$ cat src/rtl/shift_req_arbiter_pkg.sv
`default_nettype none
// +----------------------------------------------------------------------+
// | Package     : shift_arb_pkg                                          |
// | Description : Shared widths and FSM encoding for shift_req_arbiter.  |
// | Revision    : 1.0                                                    |
// +----------------------------------------------------------------------+
package shift_arb_pkg;

    localparam int DW_DEF    = 8;
    localparam int SW_DEF    = 8;
    localparam int RW_DEF    = 2 * DW_DEF;
    localparam int EXT_W_DEF = RW_DEF - DW_DEF;

    typedef logic [0:0] state_t;
    localparam state_t ST_IDLE = 1'b0;
    localparam state_t ST_HOLD = 1'b1;

endpackage
`default_nettype wire

$ cat src/rtl/shift_req_arbiter_if.sv
`default_nettype none
// +----------------------------------------------------------------------+
// | Interface   : shift_req_arbiter_if                                   |
// | Description : Requester-side and result-side handshake bundle.       |
// | Revision    : 1.0                                                    |
// +----------------------------------------------------------------------+
interface shift_req_arbiter_if
    import shift_arb_pkg::*;
#(
    parameter int NREQ = 4,
    parameter int DW   = DW_DEF,
    parameter int SW   = SW_DEF,
    parameter int RW   = RW_DEF,
    parameter int IW   = $clog2(NREQ)
) ();

    logic [NREQ-1:0]    req_valid;
    logic [NREQ-1:0]    req_ready;
    logic [NREQ*DW-1:0] req_data;
    logic [NREQ*SW-1:0] req_shift;
    logic [NREQ-1:0]    req_left;
    logic               res_valid;
    logic               res_ready;
    logic [RW-1:0]      res_data;
    logic [IW-1:0]      res_id;
    logic               busy;

    modport master (
        output req_valid, req_data, req_shift, req_left, res_ready,
        input  req_ready, res_valid, res_data, res_id, busy
    );

    modport slave (
        input  req_valid, req_data, req_shift, req_left, res_ready,
        output req_ready, res_valid, res_data, res_id, busy
    );

endinterface
`default_nettype wire

$ cat src/rtl/shift_req_arbiter_shift_core.sv
`default_nettype none
// +----------------------------------------------------------------------+
// | Module      : shift_core                                             |
// | Description : Registered zero-fill shifter with load enable.         |
// | Revision    : 1.0                                                    |
// +----------------------------------------------------------------------+
module shift_core
    import shift_arb_pkg::*;
#(
    parameter int DW = DW_DEF,
    parameter int SW = SW_DEF,
    parameter int RW = RW_DEF
) (
    input  wire logic          clk,
    input  wire logic          rst,
    input  wire logic          load,
    input  wire logic [DW-1:0] data,
    input  wire logic [SW-1:0] shift,
    input  wire logic          left,
    output logic      [RW-1:0] result
);

    logic [RW-1:0] w_ext;
    logic [RW-1:0] w_next;

    assign w_ext = {{(RW-DW){1'b0}}, data};

    // Out-of-range amounts are clamped explicitly so the result never depends on tool shift semantics.
    always_comb begin
        w_next = '0;
        if (left) begin
            if (int'(shift) < RW) w_next = w_ext << shift;
        end else begin
            if (int'(shift) < DW) w_next = w_ext >> shift;
        end
    end

    always_ff @(posedge clk or posedge rst) begin
        if (rst) begin
            result <= '0;
        end else if (load) begin
            result <= w_next;
        end
    end

endmodule
`default_nettype wire

$ cat src/rtl/shift_req_arbiter.sv
`default_nettype none
// +----------------------------------------------------------------------+
// | Module      : shift_req_arbiter                                      |
// | Description : Shares one registered shifter between NREQ requesters. |
// |               SHIFT_REQ_ARBITER_RR_EN selects round-robin, otherwise |
// |               fixed lowest-index priority.                           |
// | Revision    : 1.0                                                    |
// +----------------------------------------------------------------------+
module shift_req_arbiter
    import shift_arb_pkg::*;
#(
    parameter int NREQ = 4,
    parameter int DW   = DW_DEF,
    parameter int SW   = SW_DEF,
    parameter int RW   = RW_DEF
) (
    input wire logic          clk,
    input wire logic          rst,
    shift_req_arbiter_if.slave bus
);

    localparam int IW = $clog2(NREQ);

    state_t          r_state;
    logic [IW-1:0]   r_id;
    logic [IW-1:0]   w_grant;
    logic            w_found;
    logic            w_allow;
    logic            w_accept;
    logic [NREQ-1:0] w_ready;

`ifdef SHIFT_REQ_ARBITER_RR_EN
    logic [IW-1:0] r_ptr;

    always_comb begin
        int idx;
        w_found = 1'b0;
        w_grant = '0;
        for (int k = 0; k < NREQ; k++) begin
            idx = int'(r_ptr) + k;
            if (idx >= NREQ) idx = idx - NREQ;
            if (!w_found && bus.req_valid[idx]) begin
                w_found = 1'b1;
                w_grant = IW'(idx);
            end
        end
    end

    always_ff @(posedge clk or posedge rst) begin
        if (rst) begin
            r_ptr <= '0;
        end else if (w_accept) begin
            r_ptr <= (w_grant == IW'(NREQ-1)) ? '0 : w_grant + 1'b1;
        end
    end
`else
    always_comb begin
        w_found = 1'b0;
        w_grant = '0;
        for (int k = NREQ-1; k >= 0; k--) begin
            if (bus.req_valid[k]) begin
                w_found = 1'b1;
                w_grant = IW'(k);
            end
        end
    end
`endif

    // A held result may be replaced in the same cycle it is consumed.
    assign w_allow  = (r_state == ST_IDLE) || bus.res_ready;
    assign w_accept = w_allow && w_found;

    always_comb begin
        w_ready = '0;
        if (w_accept) w_ready[w_grant] = 1'b1;
    end

    always_ff @(posedge clk or posedge rst) begin
        if (rst) begin
            r_state <= ST_IDLE;
            r_id    <= '0;
        end else begin
            case (r_state)
                ST_IDLE: if (w_accept) r_state <= ST_HOLD;
                ST_HOLD: if (w_allow)  r_state <= w_accept ? ST_HOLD : ST_IDLE;
                default: r_state <= ST_IDLE;
            endcase
            if (w_accept) r_id <= w_grant;
        end
    end

    shift_core #(
        .DW (DW),
        .SW (SW),
        .RW (RW)
    ) u_core (
        .clk    (clk),
        .rst    (rst),
        .load   (w_accept),
        .data   (bus.req_data[w_grant*DW +: DW]),
        .shift  (bus.req_shift[w_grant*SW +: SW]),
        .left   (bus.req_left[w_grant]),
        .result (bus.res_data)
    );

    assign bus.req_ready = w_ready;
    assign bus.res_valid = (r_state == ST_HOLD);
    assign bus.busy      = (r_state == ST_HOLD);
    assign bus.res_id    = r_id;

endmodule
`default_nettype wire

$ cat src/flat_wrapper.sv
// flat-port wrapper written by rule: the top's interface ports become plain ports
module shift_req_arbiter_flat import shift_arb_pkg::*;
#(
    parameter int NREQ = 4,
    parameter int DW   = DW_DEF,
    parameter int SW   = SW_DEF,
    parameter int RW   = RW_DEF
)
  (clk, rst, bus_req_valid, bus_req_data, bus_req_shift, bus_req_left, bus_res_ready, bus_req_ready, bus_res_valid, bus_res_data, bus_res_id, bus_busy);
  shift_req_arbiter_if #(.NREQ(NREQ), .DW(DW), .SW(SW), .RW(RW)) bus_i ();
  input wire logic clk;
  input wire logic rst;
  input wire logic [$bits(bus_i.req_valid)-1:0] bus_req_valid;
  input wire logic [$bits(bus_i.req_data)-1:0] bus_req_data;
  input wire logic [$bits(bus_i.req_shift)-1:0] bus_req_shift;
  input wire logic [$bits(bus_i.req_left)-1:0] bus_req_left;
  input wire logic [$bits(bus_i.res_ready)-1:0] bus_res_ready;
  output wire logic [$bits(bus_i.req_ready)-1:0] bus_req_ready;
  output wire logic [$bits(bus_i.res_valid)-1:0] bus_res_valid;
  output wire logic [$bits(bus_i.res_data)-1:0] bus_res_data;
  output wire logic [$bits(bus_i.res_id)-1:0] bus_res_id;
  output wire logic [$bits(bus_i.busy)-1:0] bus_busy;
  assign bus_i.req_valid = bus_req_valid;
  assign bus_i.req_data = bus_req_data;
  assign bus_i.req_shift = bus_req_shift;
  assign bus_i.req_left = bus_req_left;
  assign bus_i.res_ready = bus_res_ready;
  assign bus_req_ready = bus_i.req_ready;
  assign bus_res_valid = bus_i.res_valid;
  assign bus_res_data = bus_i.res_data;
  assign bus_res_id = bus_i.res_id;
  assign bus_busy = bus_i.busy;
  shift_req_arbiter #(.NREQ(NREQ), .DW(DW), .SW(SW), .RW(RW)) u_core (.clk(clk), .rst(rst), .bus(bus_i));
endmodule
$ cat config.mk
export PLATFORM = sky130hd
export DESIGN_NAME = shift_req_arbiter_flat
export DESIGN_NICKNAME = d
export VERILOG_FILES = /design/src/rtl/shift_req_arbiter_pkg.sv /design/src/rtl/shift_req_arbiter_if.sv /design/src/rtl/shift_req_arbiter_shift_core.sv /design/src/rtl/shift_req_arbiter.sv /design/src/flat_wrapper.sv
export SDC_FILE = /design/constraint.sdc
export NUM_CORES = 1
export LEC_CHECK = 0
export CAP_MARGIN = 20
export CORE_MARGIN = 2
export CORE_UTILIZATION = 42
export CTS_CLUSTER_DIAMETER = 150
export DETAILED_ROUTE_END_ITERATION = 8
export HOLD_SLACK_MARGIN = 0.06
export PLACE_DENSITY = 0.8
export SLEW_MARGIN = 20
export SYNTH_ARGS = -nofsm -noshare
export SYNTH_HDL_FRONTEND = slang
export SYNTH_SLANG_ARGS = --single-unit
$ cat constraint.sdc
create_clock -name clk -period 2.7 [get_ports clk]
set_clock_uncertainty 0.2 [all_clocks]
set_input_delay 0.81 -clock clk [delete_from_list [all_inputs] [get_ports clk]]
set_output_delay 0.81 -clock clk [all_outputs]
set_load 0.05 [all_outputs]
==> results.txt, run 1 <==
status = did not finish
failing step = 5_1_grt
First Error = [ERROR GRT-0232] Routing congestion too high. Check the congestion heatmap in the GUI.
synth warn = 0
Max H-tree Level = 1
WEP type = register input
#FFs+latches synth = 19
Tot GR Track Use = 89.8%
detailed placer's ending HPWL = 7060 µm
die height = 75.2 µm
Longest Clk Path Bufs = 2
Sink Count = 19
grt repair worst endpoint = u_core.u_core.result[5]$_DFFE_PP0P_/D
I/O pins = 99
gr ovfl total = 360
Post-synth EDFFs = 0
placed cell count = 501
mean post-synth cell area = 7.77 µm²
largest net degree at the start of global routing = 20
Die Span X = 75.2 µm
Cells after Synth = 274
post-synthesis sequential area ratio = 22.3%
Placer Congestion = 0.894
mapped cell area = 2130 µm²
TritonCTS buffer count = 3
FFs w/ async S/R, synth = 100%
syn_nets = 349
root buf cell = clkbuf_8
# port buffers = 98
Setup WS pre-CTS = -898 ps
cell row count = 25
Netlist cell types = 59
main flop type after synthesis = dfrtp_1
Starting Density = 44.2%
-- kinds of logic after synthesis --
kind of cell	after synthesis	share of synthesized area, %
buf+inv	40	9.93
mux	14	6.58
compound gates	87	32.3
flops	19	22.3
simple gates	114	28.8
-- what timing repair did --
| action | CTS |
|---|---|
| setup endpoints to repair | 20 |
| cloned | 3 |
| resized for setup | 137 |
| pin swaps | 37 |
| buffers inserted | 32 |
| hold buffers | 0 |
-- per-layer routing --
metal  GRT overflow  track usage, %
met4            107             111
met5              3            17.6
met1              2            78.5
met2            248             122
met3              0            60.1
-- synthesized netlist by cell type, drive strengths merged, types with 6 or more instances --
| cell type | instances | share of area [%] |
|---|---|---|
| o21ai | 11 | 2.6 |
| a21oi | 10 | 2.7 |
| nor3 | 7 | 2.6 |
| nand3 | 6 | 1.4 |
| a221o | 12 | 5.6 |
| a221oi | 10 | 4.7 |
| nor2 | 22 | 4.3 |
| inv | 21 | 3.7 |
| nand2 | 41 | 7.2 |
| and3 | 6 | 1.8 |
| buf | 14 | 5.3 |
| dfrtp | 19 | 22 |
| nor2b | 7 | 2.3 |
| o22ai | 9 | 2.6 |
| mux2i | 14 | 6.6 |
-- metrics by stage --
step,cell area [µm²],util (%)
floorplan,2150,-
global placement,3750,77.9
detailed placement,3750,77.9
CTS,4470,92.9
==> inputs of run 2 (changes only) <==
Settings changed: CORE_UTILIZATION 42 to 35, CTS_CLUSTER_DIAMETER 150 to not set, HOLD_SLACK_MARGIN 0.06 to not set, PLACE_DENSITY 0.8 to not set, PLACE_DENSITY_LB_ADDON set to 0.15.
==> run 2 against run 1 <==
Net effect:
- the flow now finishes, with violations (setup timing)
- area after synthesis unchanged
- synthesized cell count unchanged
==> results.txt, run 2 <==
Max Slew Vio Count = 0
Antenna Nets Post-Route = 0
commonest non-fill, non-tap cell in the layout = buf_4
WS Path Type = primary input to flip-flop
FF-to-FF setup slack = 480 ps
Static Leak = 0.00200 µW
FFs w/ async S/R, synth = 100%
Slew @ Worst Pin = 545 ps
hold_buf cts = 0
most common cell in the netlist = nand2_1
startpoint class of the critical path = primary input
crit-path cells = buf_6 > buf_6 > or3_4 > a21oi_4 > or2_4 > buf_6 > mux2i_2 > nor2_1 > or4_1 > o221ai_1
core area = 5890 µm²
largest register by flop count = u_core.u_core.result
Final Core Density = 76.1%
first-pass detailed-route iteration total = 5
Setup WS pre-CTS = -850 ps
Tot GR Track Use = 26.1%
mean post-synth cell area = 7.77 µm²
mapped cell area = 2130 µm²
Max-Cap Viols = 0
delay-heaviest family, CP = simple AND/OR/NAND/NOR gates
#FFs+latches synth = 19
peak supply drop = 180 µV
Crit Path Max Fanout = 6
Final TNS setup = -1720 ps
status = finished with violations
die area = 6720 µm²
Post-synth EDFFs = 0
CP max stage delay = 510 ps
critical path's most frequent cell = buf_6
min-delay worst type = flip-flop to flip-flop
cell accounting for the most synthesized area = dfrtp_1
main flop type after synthesis = dfrtp_1
PD cells = 292 nW/µm²
Layout area overhead = 110%
top cell type's share of synthesized area = 22.3%
Period minus WS final = 2900 ps
largest net degree at the start of global routing = 20
via-per-instance ratio = 5.59
diodes inserted = 0
detailed placer's ending HPWL = 6800 µm
cell row count = 28
syn_nets = 349
Req. time, crit path = 2680 ps
Placer Congestion = 0.916
gr ovfl total = 0
First DRT Iteration DRCs = 139
Longest Clk Path Bufs = 2
vias = 3,028
RSZ-0062 raised after global routing = yes
Clk pin slew, worst setup/hold paths = 80 ps
Bufs and invs on worst path = 3
die height = 82 µm
fin crit share = 108%
Max Fclk = 344 MHz
slowest stage cell, crit path = or4_1
max reg flops = 16
failing checks = setup timing
synth warn = 0
Die Span X = 82 µm
routed length per instance = 17.4 µm
clock latency on the worst-skew pair = 260 ps
Max H-tree Level = 1
Starting Density = 36.2%
I/O pins = 99
Sink Count = 19
share of layout cells above drive strength 1 = 42.6%
# DRC = 0
final hold violation count = 0
CTS tree = done
Cells after Synth = 274
Synth top cells by count = 41 x nand2_1, 21 x inv_1, 20 x nor2_1
TritonCTS buffer count = 3
# port buffers = 98
most frequent cells in the layout = 82 x buf_4, 71 x clkdlybuf4s50_1, 40 x nand2_1, 26 x buf_6
Final Worst Setup Slack = -204 ps
CP arrival = 2880 ps
initial antenna violation count = 0
Worst Setup End Kind = flip-flop
post-synthesis sequential area ratio = 22.3%
Post-Route WL = 9430 µm
final setup fails = 17
first-pass GRT wire length = 13,600 µm
largest cells by area after synthesis = dfrtp_1 22%, nand2_1 7.2%, mux2i_1 6.6%, a221o_1 5.6%, inv_1 3.7%
Netlist cell types = 59
Final nets = 543
root buf cell = clkbuf_8
number of global-route vias before repair = 2,943
normalized max-slew margin = 63.6%
-- run 2: timing repair --
action,in CTS,in global routing
pin swaps,39,28
buffers inserted,19,3
gates resized for setup,90,52
gates cloned,2,0
setup endpoints to repair,20,20
-- run 2: worst paths after layout --
path / startpoint / cells after the start / to
worst max register to register: flip-flop / 10 / u_core.u_core.result[8]
max in group asynchronous: rst / 3 / u_core.bus.res_id[1]
worst min-delay path: u_core.bus.res_id[0] / 2 / u_core.bus.res_id[0]
min in group asynchronous: rst / 3 / u_core.bus.res_id[0]
worst max-delay path: bus_req_valid[2] / 10 / u_core.u_core.result[5]
worst min register to register: u_core.bus.res_id[0] / 2 / u_core.bus.res_id[0]
-- run 2: cells by family (layout without fill, tap and decap cells) --
family                 count (synthesis)  after routing  synth area share (%)
AO/OA/AOI/OAI                         87             87                  32.3
multiplexers                          14             14                  6.58
AND/OR/NAND/NOR                      114            114                  28.8
buffers and inverters                 40            233                  9.93
flip-flops                            19             19                  22.3
-- run 2: layout make-up --
type	count	area [µm²]
sequential	19	475
multi-input combinational	215	1830
timing repair buffer	208	1960
fill	430	1410
inverter	21	78.8
tap	75	93.8
clock inverter	1	5.00
clock buffer	3	41.3
-- run 2: per-layer routing --
metal	routed length (µm)	vias up	global-route usage [%]
met2	4930	146	50.0
met3	567	25	2.86
met1	3670	1438	29.2
met5	0	-	0
met4	258	0	9.50
li1	-	1419	-
-- run 2: where the power goes --
group	internal (µW)	total, µW	leakage, µW	switching (µW)
combinational	417	796	0.00171	380
sequential	293	298	0.000258	5.46
clock	103	215	0.0000255	111
total	812	1310	0.00200	496
-- run 2: per-stage QoR --
stage               instance area (µm²)  hold WS [ps]  cells  power (µW)
floorplan                          2150           558    274         604
global placement                   3800           269    516         942
detailed placement                 3800           278    516         948
CTS                                4230           293    539        1230
global route                       4480           311    542        1370
finish                             4480           289    542        1310
-- run 2: worst reg2reg max path, delay by kind of cell (launching register included) --
kind	cells	cell delay (ps)
DFF	1	440
buffers and inverters	3	370
and+or+nand+nor	4	800
AOI/OAI and AO/OA	3	330
Power figures use the tool's default switching activity.
